## config.mk

```make
export PLATFORM = sky130hd
export DESIGN_NAME = branch_pred_ctrl
export DESIGN_NICKNAME = d
export VERILOG_FILES = /design/src/rtl/branch_pred_ctrl.sv
export SDC_FILE = /design/constraint.sdc
export NUM_CORES = 1
export LEC_CHECK = 0
export CORE_AREA = 2 2 387 466
export DETAILED_ROUTE_END_ITERATION = 10
export DIE_AREA = 0 0 389 468
export GPL_TIMING_DRIVEN = 0
export PLACE_DENSITY = 0.49
export SETUP_SLACK_MARGIN = 0.2
export SLEW_MARGIN = 20
export SYNTH_ARGS = -nofsm -noshare
export SYNTH_HDL_FRONTEND = slang
export SYNTH_SLANG_ARGS = --single-unit
```

## constraint.sdc

```tcl
create_clock -name clk -period 12.5 [get_ports clk]
set_input_delay 1.875 -clock clk [delete_from_list [all_inputs] [get_ports clk]]
set_output_delay 1.875 -clock clk [all_outputs]
set_load 0.01 [all_outputs]
```

## src/rtl/branch_pred_ctrl.sv

```systemverilog
// Branch predictor with a direct-mapped table of 2-bit counters and EX-stage redirect.
// Optional statistics counters: define BRANCH_PRED_STATS_EN.
module branch_pred_ctrl #(
  parameter int unsigned ENTRIES = 16,
  parameter int unsigned IDX_W   = $clog2(ENTRIES)
) (
  input  logic        clk,
  input  logic        rst,
  input  logic [31:0] if_pc,
  output logic        pred_taken,
  output logic [31:0] pred_target,
  input  logic        ex_valid,
  input  logic        ex_stall,
  input  logic        ex_is_branch,
  input  logic [31:0] ex_pc,
  input  logic        ex_taken,
  input  logic [31:0] ex_target,
  input  logic        ex_pred_taken,
  input  logic [31:0] ex_pred_target,
  output logic        redirect,
  output logic [31:0] redirect_pc,
  output logic        flush
`ifdef BRANCH_PRED_STATS_EN
  ,
  output logic [31:0] stat_branches,
  output logic [31:0] stat_mispredicts
`endif
);

  localparam int unsigned TAG_W = 30 - IDX_W;

  logic             valid_q  [ENTRIES];
  logic [TAG_W-1:0] tag_q    [ENTRIES];
  logic [31:0]      target_q [ENTRIES];
  logic [1:0]       ctr_q    [ENTRIES];

  logic [IDX_W-1:0] if_idx, ex_idx;
  logic [TAG_W-1:0] if_tag, ex_tag;
  logic             if_hit, ex_hit;
  logic             go;
  logic             mispredict;

  logic             wr_en;
  logic             valid_d;
  logic [31:0]      target_d;
  logic [1:0]       ctr_d;

  assign if_idx = if_pc[IDX_W+1:2];
  assign if_tag = if_pc[31:IDX_W+2];
  assign ex_idx = ex_pc[IDX_W+1:2];
  assign ex_tag = ex_pc[31:IDX_W+2];

  assign if_hit = valid_q[if_idx] && (tag_q[if_idx] == if_tag);
  assign ex_hit = valid_q[ex_idx] && (tag_q[ex_idx] == ex_tag);

  // Reset masks resolution so neither a redirect nor a table write leaks out of a reset cycle.
  assign go = ex_valid && !ex_stall && !rst;

  always_comb begin
    pred_taken  = 1'b0;
    pred_target = if_pc + 32'd4;
    if (!rst && if_hit && ctr_q[if_idx][1]) begin
      pred_taken  = 1'b1;
      pred_target = target_q[if_idx];
    end
  end

  always_comb begin
    mispredict = 1'b0;
    if (go) begin
      if (ex_is_branch) begin
        mispredict = (ex_taken != ex_pred_taken) ||
                     (ex_taken && (ex_pred_target != ex_target));
      end else begin
        mispredict = ex_pred_taken;
      end
    end
  end

  always_comb begin
    redirect_pc = '0;
    if (mispredict) begin
      redirect_pc = (ex_is_branch && ex_taken) ? ex_target : ex_pc + 32'd4;
    end
  end

  assign redirect = mispredict;
  assign flush    = mispredict;

  always_comb begin
    wr_en    = 1'b0;
    valid_d  = valid_q[ex_idx];
    target_d = target_q[ex_idx];
    ctr_d    = ctr_q[ex_idx];
    if (go) begin
      if (ex_is_branch) begin
        if (ex_hit) begin
          wr_en = 1'b1;
          if (ex_taken) begin
            ctr_d    = (ctr_q[ex_idx] == 2'b11) ? 2'b11 : ctr_q[ex_idx] + 2'd1;
            target_d = ex_target;
          end else begin
            ctr_d    = (ctr_q[ex_idx] == 2'b00) ? 2'b00 : ctr_q[ex_idx] - 2'd1;
          end
        end else if (ex_taken) begin
          wr_en    = 1'b1;
          valid_d  = 1'b1;
          target_d = ex_target;
          ctr_d    = 2'b10;
        end
      end else if (ex_pred_taken && ex_hit) begin
        wr_en   = 1'b1;
        valid_d = 1'b0;
      end
    end
  end

  always_ff @(posedge clk) begin
    if (rst) begin
      for (int unsigned i = 0; i < ENTRIES; i++) begin
        valid_q[i] <= 1'b0;
        ctr_q[i]   <= 2'b01;
      end
    end else if (wr_en) begin
      valid_q[ex_idx]  <= valid_d;
      tag_q[ex_idx]    <= ex_tag;
      target_q[ex_idx] <= target_d;
      ctr_q[ex_idx]    <= ctr_d;
    end
  end

`ifdef BRANCH_PRED_STATS_EN
  logic [31:0] stat_br_q, stat_mp_q;

  always_ff @(posedge clk) begin
    if (rst) begin
      stat_br_q <= '0;
      stat_mp_q <= '0;
    end else begin
      if (go && ex_is_branch) stat_br_q <= stat_br_q + 32'd1;
      if (mispredict)         stat_mp_q <= stat_mp_q + 32'd1;
    end
  end

  assign stat_branches    = stat_br_q;
  assign stat_mispredicts = stat_mp_q;
`endif

endmodule
```

### After elaboration in Yosys (flattened, before gate mapping)

Memory sizes are Yosys's and may differ from the RTL's.
Cells that the tools add are included.

| cells by class | value |
|---|---|
| $add $sub $neg | 4 |
| equal/unequal tests | 8 |
| mux-type cells | 37 |
| reduce and logical (&&, ||, !) cells | 16 |

Operators by type and width:

| cell | count |
|---|---|
| $mux 32 | 6 |
| $add 32x3->32 const B | 2 |
| $eq 26x26->1 | 2 |
| $ne 32x32->1 | 1 |
| $mux 1 | 21 |
| $mux 2 | 8 |
| $logic_and 1x1->1 | 9 |
| $mux 4 | 2 |
| $reduce_and 4->1 | 1 |
| $ne 3x3->1 const B | 1 |
| $add 2x1->2 const B | 1 |
| $eq 2x2->1 const B | 1 |
| $logic_not 1->1 | 2 |
| $logic_not 2->1 | 1 |
| $ne 2x2->1 const B | 1 |
| $reduce_or 2->1 | 1 |
| $sub 2x1->2 const B | 1 |
| $logic_or 1x1->1 | 1 |
| $ne 1x1->1 | 1 |
| $ne 1x1->1 const B | 1 |
| $reduce_or 1->1 | 1 |

| word-level totals | value |
|---|---|
| bits in registers | 0 |
| bits in writable memories | 976 |
| output and inout port bits | 67 |
| logic and storage cells | 69 |
| memories | 4 |

Memories:

| name | depth | width | read ports | clocked after memory_dff | write ports | line | RTL |
|---|---|---|---|---|---|---|---|
| target_q | 16 | 32 | 1 | 0 | 1 | 34 | `logic [31:0] target_q [ENTRIES];` |
| tag_q | 16 | 26 | 2 | 0 | 1 | 33 | `logic [TAG_W-1:0] tag_q [ENTRIES];` |
| ctr_q | 16 | 2 | 2 | 0 | 16 | 35 | `logic [1:0] ctr_q [ENTRIES];` |
| valid_q | 16 | 1 | 2 | 0 | 16 | 32 | `logic valid_q [ENTRIES];` |

### Longest topological paths before layout

Gate-level depths: netlist (run 1).
An unclocked memory read counts as a cell.

| depth | value |
|---|---|
| depth in word-level cells | 12 |
| mapped depth | 16 |
| gate-level depth less buffers | 9 |

### Worst setup path before layout (run 1)

OpenSTA, ideal clock, no wires.

| path | value |
|---|---|
| path type | input port to output port |
| start point | input port if_pc[2] |
| end point | output port pred_target[23] |
| arrival time | 4822 ps |
| data required time | 10625 ps |
| slack | 5803 ps |
| cell stages on the path | 11 |
| path buffers | 4 |
| cell sequence | clkbuf_1 clkbuf_1 mux4_2 mux4_2 xnor2_1 nand4_1 nor3_1 and4_1 buf_2 buf_4 mux2_2 |

| on the way | value |
|---|---|
| word-level cells in the longest chain between the ends | 6 |
| elaborated cells on any way between the ends | 10 |
| classes of those cells | add/sub: 1; eq/ne: 1; mux: 1; reduce/logical: 3; memory: 4 |

Ends and longest elaborated chain:

| item | line | RTL |
|---|---|---|
| start: declaration | 9 | `input logic [31:0] if_pc,` |
| $mem_v2 16x26 | - |  |
| $eq 26x26->1 | 53 | `assign if_hit = valid_q[if_idx] && (tag_q[if_idx] == if_tag);` |
| $logic_and 1x1->1 | 53 |  |
| $logic_and 1x1->1 (2 in series) | 62 | `if (!rst && if_hit && ctr_q[if_idx][1]) begin` |
| $mux 32 (*) | 62 |  |
| end: declaration | 11 | `output logic [31:0] pred_target,` |

Every way passes the cells marked *; elsewhere a longest branch is shown, timed or not.

### Worst setup path after layout (run 1)

| path | value |
|---|---|
| start point | input port if_pc[3] |
| end point | output port pred_target[2] |

The elaborated chain is that of the path after synthesis.

==> flow_summary.yaml, run 1 <==
clock_network:
  cts.path.max_buffers: 3
  numCtsBuffers: 107
  root_buffer: "clkbuf_16"
  cts-hold-fix-buffers: 0
  htree_levels: 3
  insertion_delay_ps: 740
  cts_tree: "yes"
  clk_pin_slew_worst_paths_ps: 60
  cts_setup_buffers: 0
  ctsResizeCount: 0
  clkSinkCount: 976
sta:
  setup_slack_ps: 1990
  holdWs_ps: 1430
  fin_crit_ps: 10510
  setup_viol: 0
  slew_violations: 0
  relSlewSlack_pct: 23.1
  tns_ps: 0
  fmax_ghz: 0.0952
  skew_ps: 51.1
  finalCritPeriodShare_pct: 84.1
  rsz0062_at_grt: "no"
  worst_pin_slew_ps: 1150
  finalHoldViolations: 0
final_layout:
  fin_util_pct: 30.0
  drive_gt1_share_pct: 26.9
  areaGrowthSynthToFinish_pct: 20.5
  nFillCells: 17500
  antenna_cells: 0
  nets: 2731
drt:
  drt_iter0_drc: 3125
  avgViaCountPerCell: 5.13
  wire_per_inst_um: 32.9
  vias: 25600
  drc: 0
  detail-route-antenna-nets: 0
  dr.pass1.iters: 5
  wl_um: 164000
setup_path:
  rr_worst_depth: 12
  cp.required_ps: 10620
  worst-setup-path-type: "input pin to output pin"
  cp-start-kind: "input pin"
  cp.arrival_ps: 8630
  crit_fanout: 10
  end_kind: "output pin"
pwr:
  power_mw: 7.34
  vdd_drop_max_mv: 0.104
  p_leak_nw: 16.4
  power.density_mw_per_mm2: 138
floorplanning:
  die-area_mm2: 0.182
  die_h_um: 468
  rows: 170
  start_util_pct: 24.9
  core_area_mm2: 0.178
  fp.dieW_um: 389
  io_pins: 202
global_route:
  grt_use_total_pct: 17.7
  grt_max_degree: 33
  grt.overflow.total: 0
  antenna_found_initial: 20
  grt_pass1_wl_um: 220000
  grt_pass1_vias: 25600
synth:
  synth-seq-cells: 976
  syn_avg_cell_area_um2: 19.6
  syn-num-nets: 2395
  yosys_warnings: 0
  synth_area_leaders: "edfxtp_1 (66%), mux4_2 (20%), xnor2_1 (1.8%)"
  synth_top_area_share_pct: 66.3
  synth_commonest_cells: "edfxtp_1 (976), mux4_2 (385), xnor2_1 (93)"
  async_flop_share_pct: 0
  synthCells: 2255
  synth-edff-count: 976
  syn_area_mm2: 0.0442
  synth.most_common_cell: "edfxtp_1"
  synth_ff_type: "edfxtp_1"
  synth_cell_types: 69
  seq_area_frac_synth_pct: 66.3
  synth_top_area_cell: "edfxtp_1"
run_status:
  status: "finished, final reports clean"
placement:
  gp_congestion: 0.897
  pre_cts_slack_ps: 2110
  place_hpwl_um: 114000
  numPortBuffers: 199
hold_path:
  hp-class: "flop to flop"
  hold_depth: 6
job:
  cap_violations: 0
-- critical path, cell delays in order --
cell and delay, ps:
clkdlybuf4s50_1 840, clkbuf_1 590, clkbuf_1 760, mux4_2 440, mux4_2 540, xnor2_1 340
o211ai_1 140, nor4_1 880, and4_1 460, buf_2 340, buf_4 260, mux2i_1 500
clkdlybuf4s50_1 640
-- cell type report --
type	instances	area (um^2)	area share, %
Sequential cell	976	29300	55.0
Multi-Input combinational cell	1092	14100	26.5
Tap cell	2322	2910	5.45
Clock buffer	127	2750	5.17
Timing Repair Buffer	227	2640	4.96
Buffer	165	853	1.60
Clock inverter	67	597	1.12
Inverter	22	82.6	0.155
-- sequential cells by signal, indices dropped and copies added (netlist names) --
signal / flops
valid_q: 16
ctr_q: 32
target_q: 512
tag_q: 416
-- cells by family after synthesis --
| group | after synthesis | share of synthesized area (%) |
|---|---|---|
| adder cells (fa/ha/maj) | 6 | 0.164 |
| buffers and inverters | 187 | 2.05 |
| AND/OR/NAND/NOR | 302 | 3.90 |
| XOR/XNOR | 140 | 2.77 |
| flip-flops | 976 | 66.3 |
| multiplexers | 494 | 22.2 |
| AO/OA/AOI/OAI | 150 | 2.62 |
-- through the flow --
stage	cells	instance area, um^2
after detailed placement	4804	49900
final	4998	53300
after global routing	4998	53300
after global placement	4776	49100
after floorplan	2255	44200
after CTS	4998	53300
-- final timing paths --
kind                startpoint             end  slack (ps)
setup reg to reg  tag_q[7][21]     tag_q[4][3]        7560
setup / recovery      if_pc[3]  pred_target[2]        1990
hold reg to reg   ctr_q[10][0]     ctr_q[9][0]        1430
hold / removal    ctr_q[10][0]     ctr_q[9][0]        1430
-- power breakdown --
part           internal, mW  total [mW]  leakage [nW]  switching (mW)
logic                 0.253       0.657          5.96           0.404
registers              3.61        3.62          8.78         0.00438
clock network          1.72        3.06          1.64            1.35
-- layout by cell type (no fill, tap or decap), types with 15 or more instances in the layout --
master	netlist	layout
nand3_1	40	40
a31o_1	15	15
clkinv_2	0	20
clkbuf_1	89	96
a21oi_1	15	15
clkbuf_16	0	107
clkinv_1	0	31
nand4_1	36	36
and4_1	36	36
clkdlybuf4s50_1	0	199
buf_2	27	36
clkbuf_2	0	16
buf_4	18	18
mux4_2	385	385
inv_1	20	20
a22oi_1	21	21
nor2_1	58	58
xnor2_1	93	93
and3_4	0	25
mux2i_1	76	76
mux2_2	33	33
nand2_1	40	40
edfxtp_1	976	976
a211oi_1	29	29
buf_12	0	16
xor2_1	47	47
-- per-layer routing --
metal | part of all wire [%] | global-route usage, % | vias to the layer above
met5 | 0.10 | 0 | -
met4 | 3.1 | 5.69 | 26
met3 | 9.3 | 4.62 | 229
met2 | 47 | 28.9 | 1290
met1 | 40 | 22.9 | 13900
li1 | - | - | 10200
Power figures use the tool's default switching activity.
==> inputs of run 2 (changes only) <==
Settings changed: PLACE_DENSITY 0.49 to 0.5.
Clock period 12.5 ns to 8.9 ns, I/O delays scaled along.
==> run 2 against run 1 <==
  * First-iteration DRC count shrank 5.6%
  * Clock-buffer cell count down 4
  * Critical path depth stayed put
  * Utilization barely moved
  * Design area about the same
  * Hold slack got worse by 25 ps
  * Routed wire length decreased by 1.2%
  * Clock skew up 3.7 ps
  * Non-clock buffer count decreased by 4
  * Largest power group unchanged
==> flow_summary.yaml, run 2 (synthesis gave the netlist of run 1 again) <==
sta:
  holdWs_ps: 1400
  slew_violations: 0
  finalHoldViolations: 0
  relSlewSlack_pct: 20.0
  setup_viol: 0
  worst_pin_slew_ps: 1200
  finalCritPeriodShare_pct: 98.0
  setup_slack_ps: 180
  skew_ps: 54.9
  rsz0062_at_grt: "no"
  fmax_ghz: 0.115
  tns_ps: 0
  fin_crit_ps: 8720
clock_network:
  cts.path.max_buffers: 3
  cts-hold-fix-buffers: 0
  insertion_delay_ps: 730
  clkSinkCount: 976
  root_buffer: "clkbuf_16"
  cts_tree: "yes"
  cts_setup_buffers: 0
  numCtsBuffers: 107
  htree_levels: 3
  clk_pin_slew_worst_paths_ps: 60
placement:
  place_hpwl_um: 112000
  dp.cells: 4800
  placed_area_mm2: 0.0498
  numPortBuffers: 199
  pre_cts_slack_ps: 134
  gp_congestion: 0.888
setup_path:
  cp.required_ps: 7570
  slowest_delay_ps: 760
  end_kind: "output pin"
  crit_top_cell: "buf_2"
  cp-start-kind: "input pin"
  crit_fanout: 10
  path_cells: "clkdlybuf4s50_1 -> clkbuf_1 -> buf_2 -> buf_2 -> mux4_2 -> mux4_2 -> xor2_1 -> nor4_1 -> and4_1 -> buf_2 -> buf_4 -> mux2i_1 -> clkdlybuf4s50_1"
  worst-setup-path-type: "input pin to output pin"
  crit_slowest_cell: "clkdlybuf4s50_1"
  cp.arrival_ps: 7390
final_layout:
  largest_register_ff_count: 512
  seq_area_mm2: 0.0293
  areaGrowthSynthToFinish_pct: 20.6
  top_register: "target_q"
  reg_top3: "target_q: 512 flops, tag_q: 416 flops, ctr_q: 32 flops"
  nFillCells: 17400
  fin_area_mm2: 0.0533
  final_cell_mix: "edfxtp_1 (976), mux4_2 (385), clkdlybuf4s50_1 (199)"
  fin_util_pct: 30.0
  multiInputGateArea_mm2: 0.0141
  final_common_cell: "edfxtp_1"
  fin_cells: 5004
  nets: 2727
  drive_gt1_share_pct: 27.2
global_route:
  grt_pass1_vias: 25700
  met1_usage_pct: 22.7
  use_met2_pct: 27.5
  use_met3_pct: 6.11
  grt.overflow.total: 0
  grt_pass1_wl_um: 218000
  grt_max_degree: 33
  grt_use_total_pct: 17.5
  antenna_found_initial: 19
  busiest_layer: "met2"
drt:
  drc: 0
  drt_iter0_drc: 2951
  avgViaCountPerCell: 5.11
  wire_per_inst_um: 32.5
  dr.pass1.iters: 6
  detail-route-antenna-nets: 0
  vias: 25600
  wl_um: 162000
floorplanning:
  rows: 170
  die_h_um: 468
  core_area_mm2: 0.178
  io_pins: 202
  start_util_pct: 24.9
  die-area_mm2: 0.182
  fp.dieW_um: 389
run_status:
  status: "finished, final reports clean"
pwr:
  power.density_mw_per_mm2: 195
  vdd_drop_max_mv: 0.144
  power_mw: 10.4
  p_leak_nw: 16.4
job:
  cap_violations: 0
hold_path:
  hp-class: "flop to flop"
-- run 2: metal layers --
metal	routed length [um]	part of all wire, %
met5	142	0.087
met4	4540	2.8
met3	17700	11
met2	74200	46
met1	65800	41
-- run 2: what timing repair did --
action,CTS,global route
hold endpoints to repair,0,0
resized for setup,2,2
pin swaps,0,0
endpoints found under the setup margin,1,1
-- run 2: layout make-up --
class,count,share of cell area [%]
plain buffers,165,1.60
clock inverters,78,1.39
repair buffers,223,4.78
well taps,2322,5.45
inverters,22,0.155
clock buffers,123,5.14
multi-input cells,1092,26.5
flip-flops and latches,976,55.0
diodes,3,0.0141
-- run 2: final timing paths --
check	from	to	slack [ps]	cells past startpoint
hold / removal	ctr_q[10][0]	ctr_q[10][0]	1400	6
hold reg to reg	ctr_q[10][0]	ctr_q[10][0]	1400	6
setup / recovery	if_pc[2]	pred_target[2]	180	13
setup reg to reg	tag_q[15][10]	tag_q[14][12]	4150	12
-- run 2: power by group --
part           total, mW  internal [mW]  switching (mW)
Clock               4.40           2.46            1.95
Combinational      0.922          0.356           0.566
Sequential          5.08           5.07         0.00594
Total               10.4           7.89            2.52
-- run 2: worst max-delay path: cells and delay by family --
kind / cells / cell delay [ps]
xor+xnor: 1 / 160
simple gates: 2 / 1100
mux: 3 / 1670
buf+inv: 7 / 3080
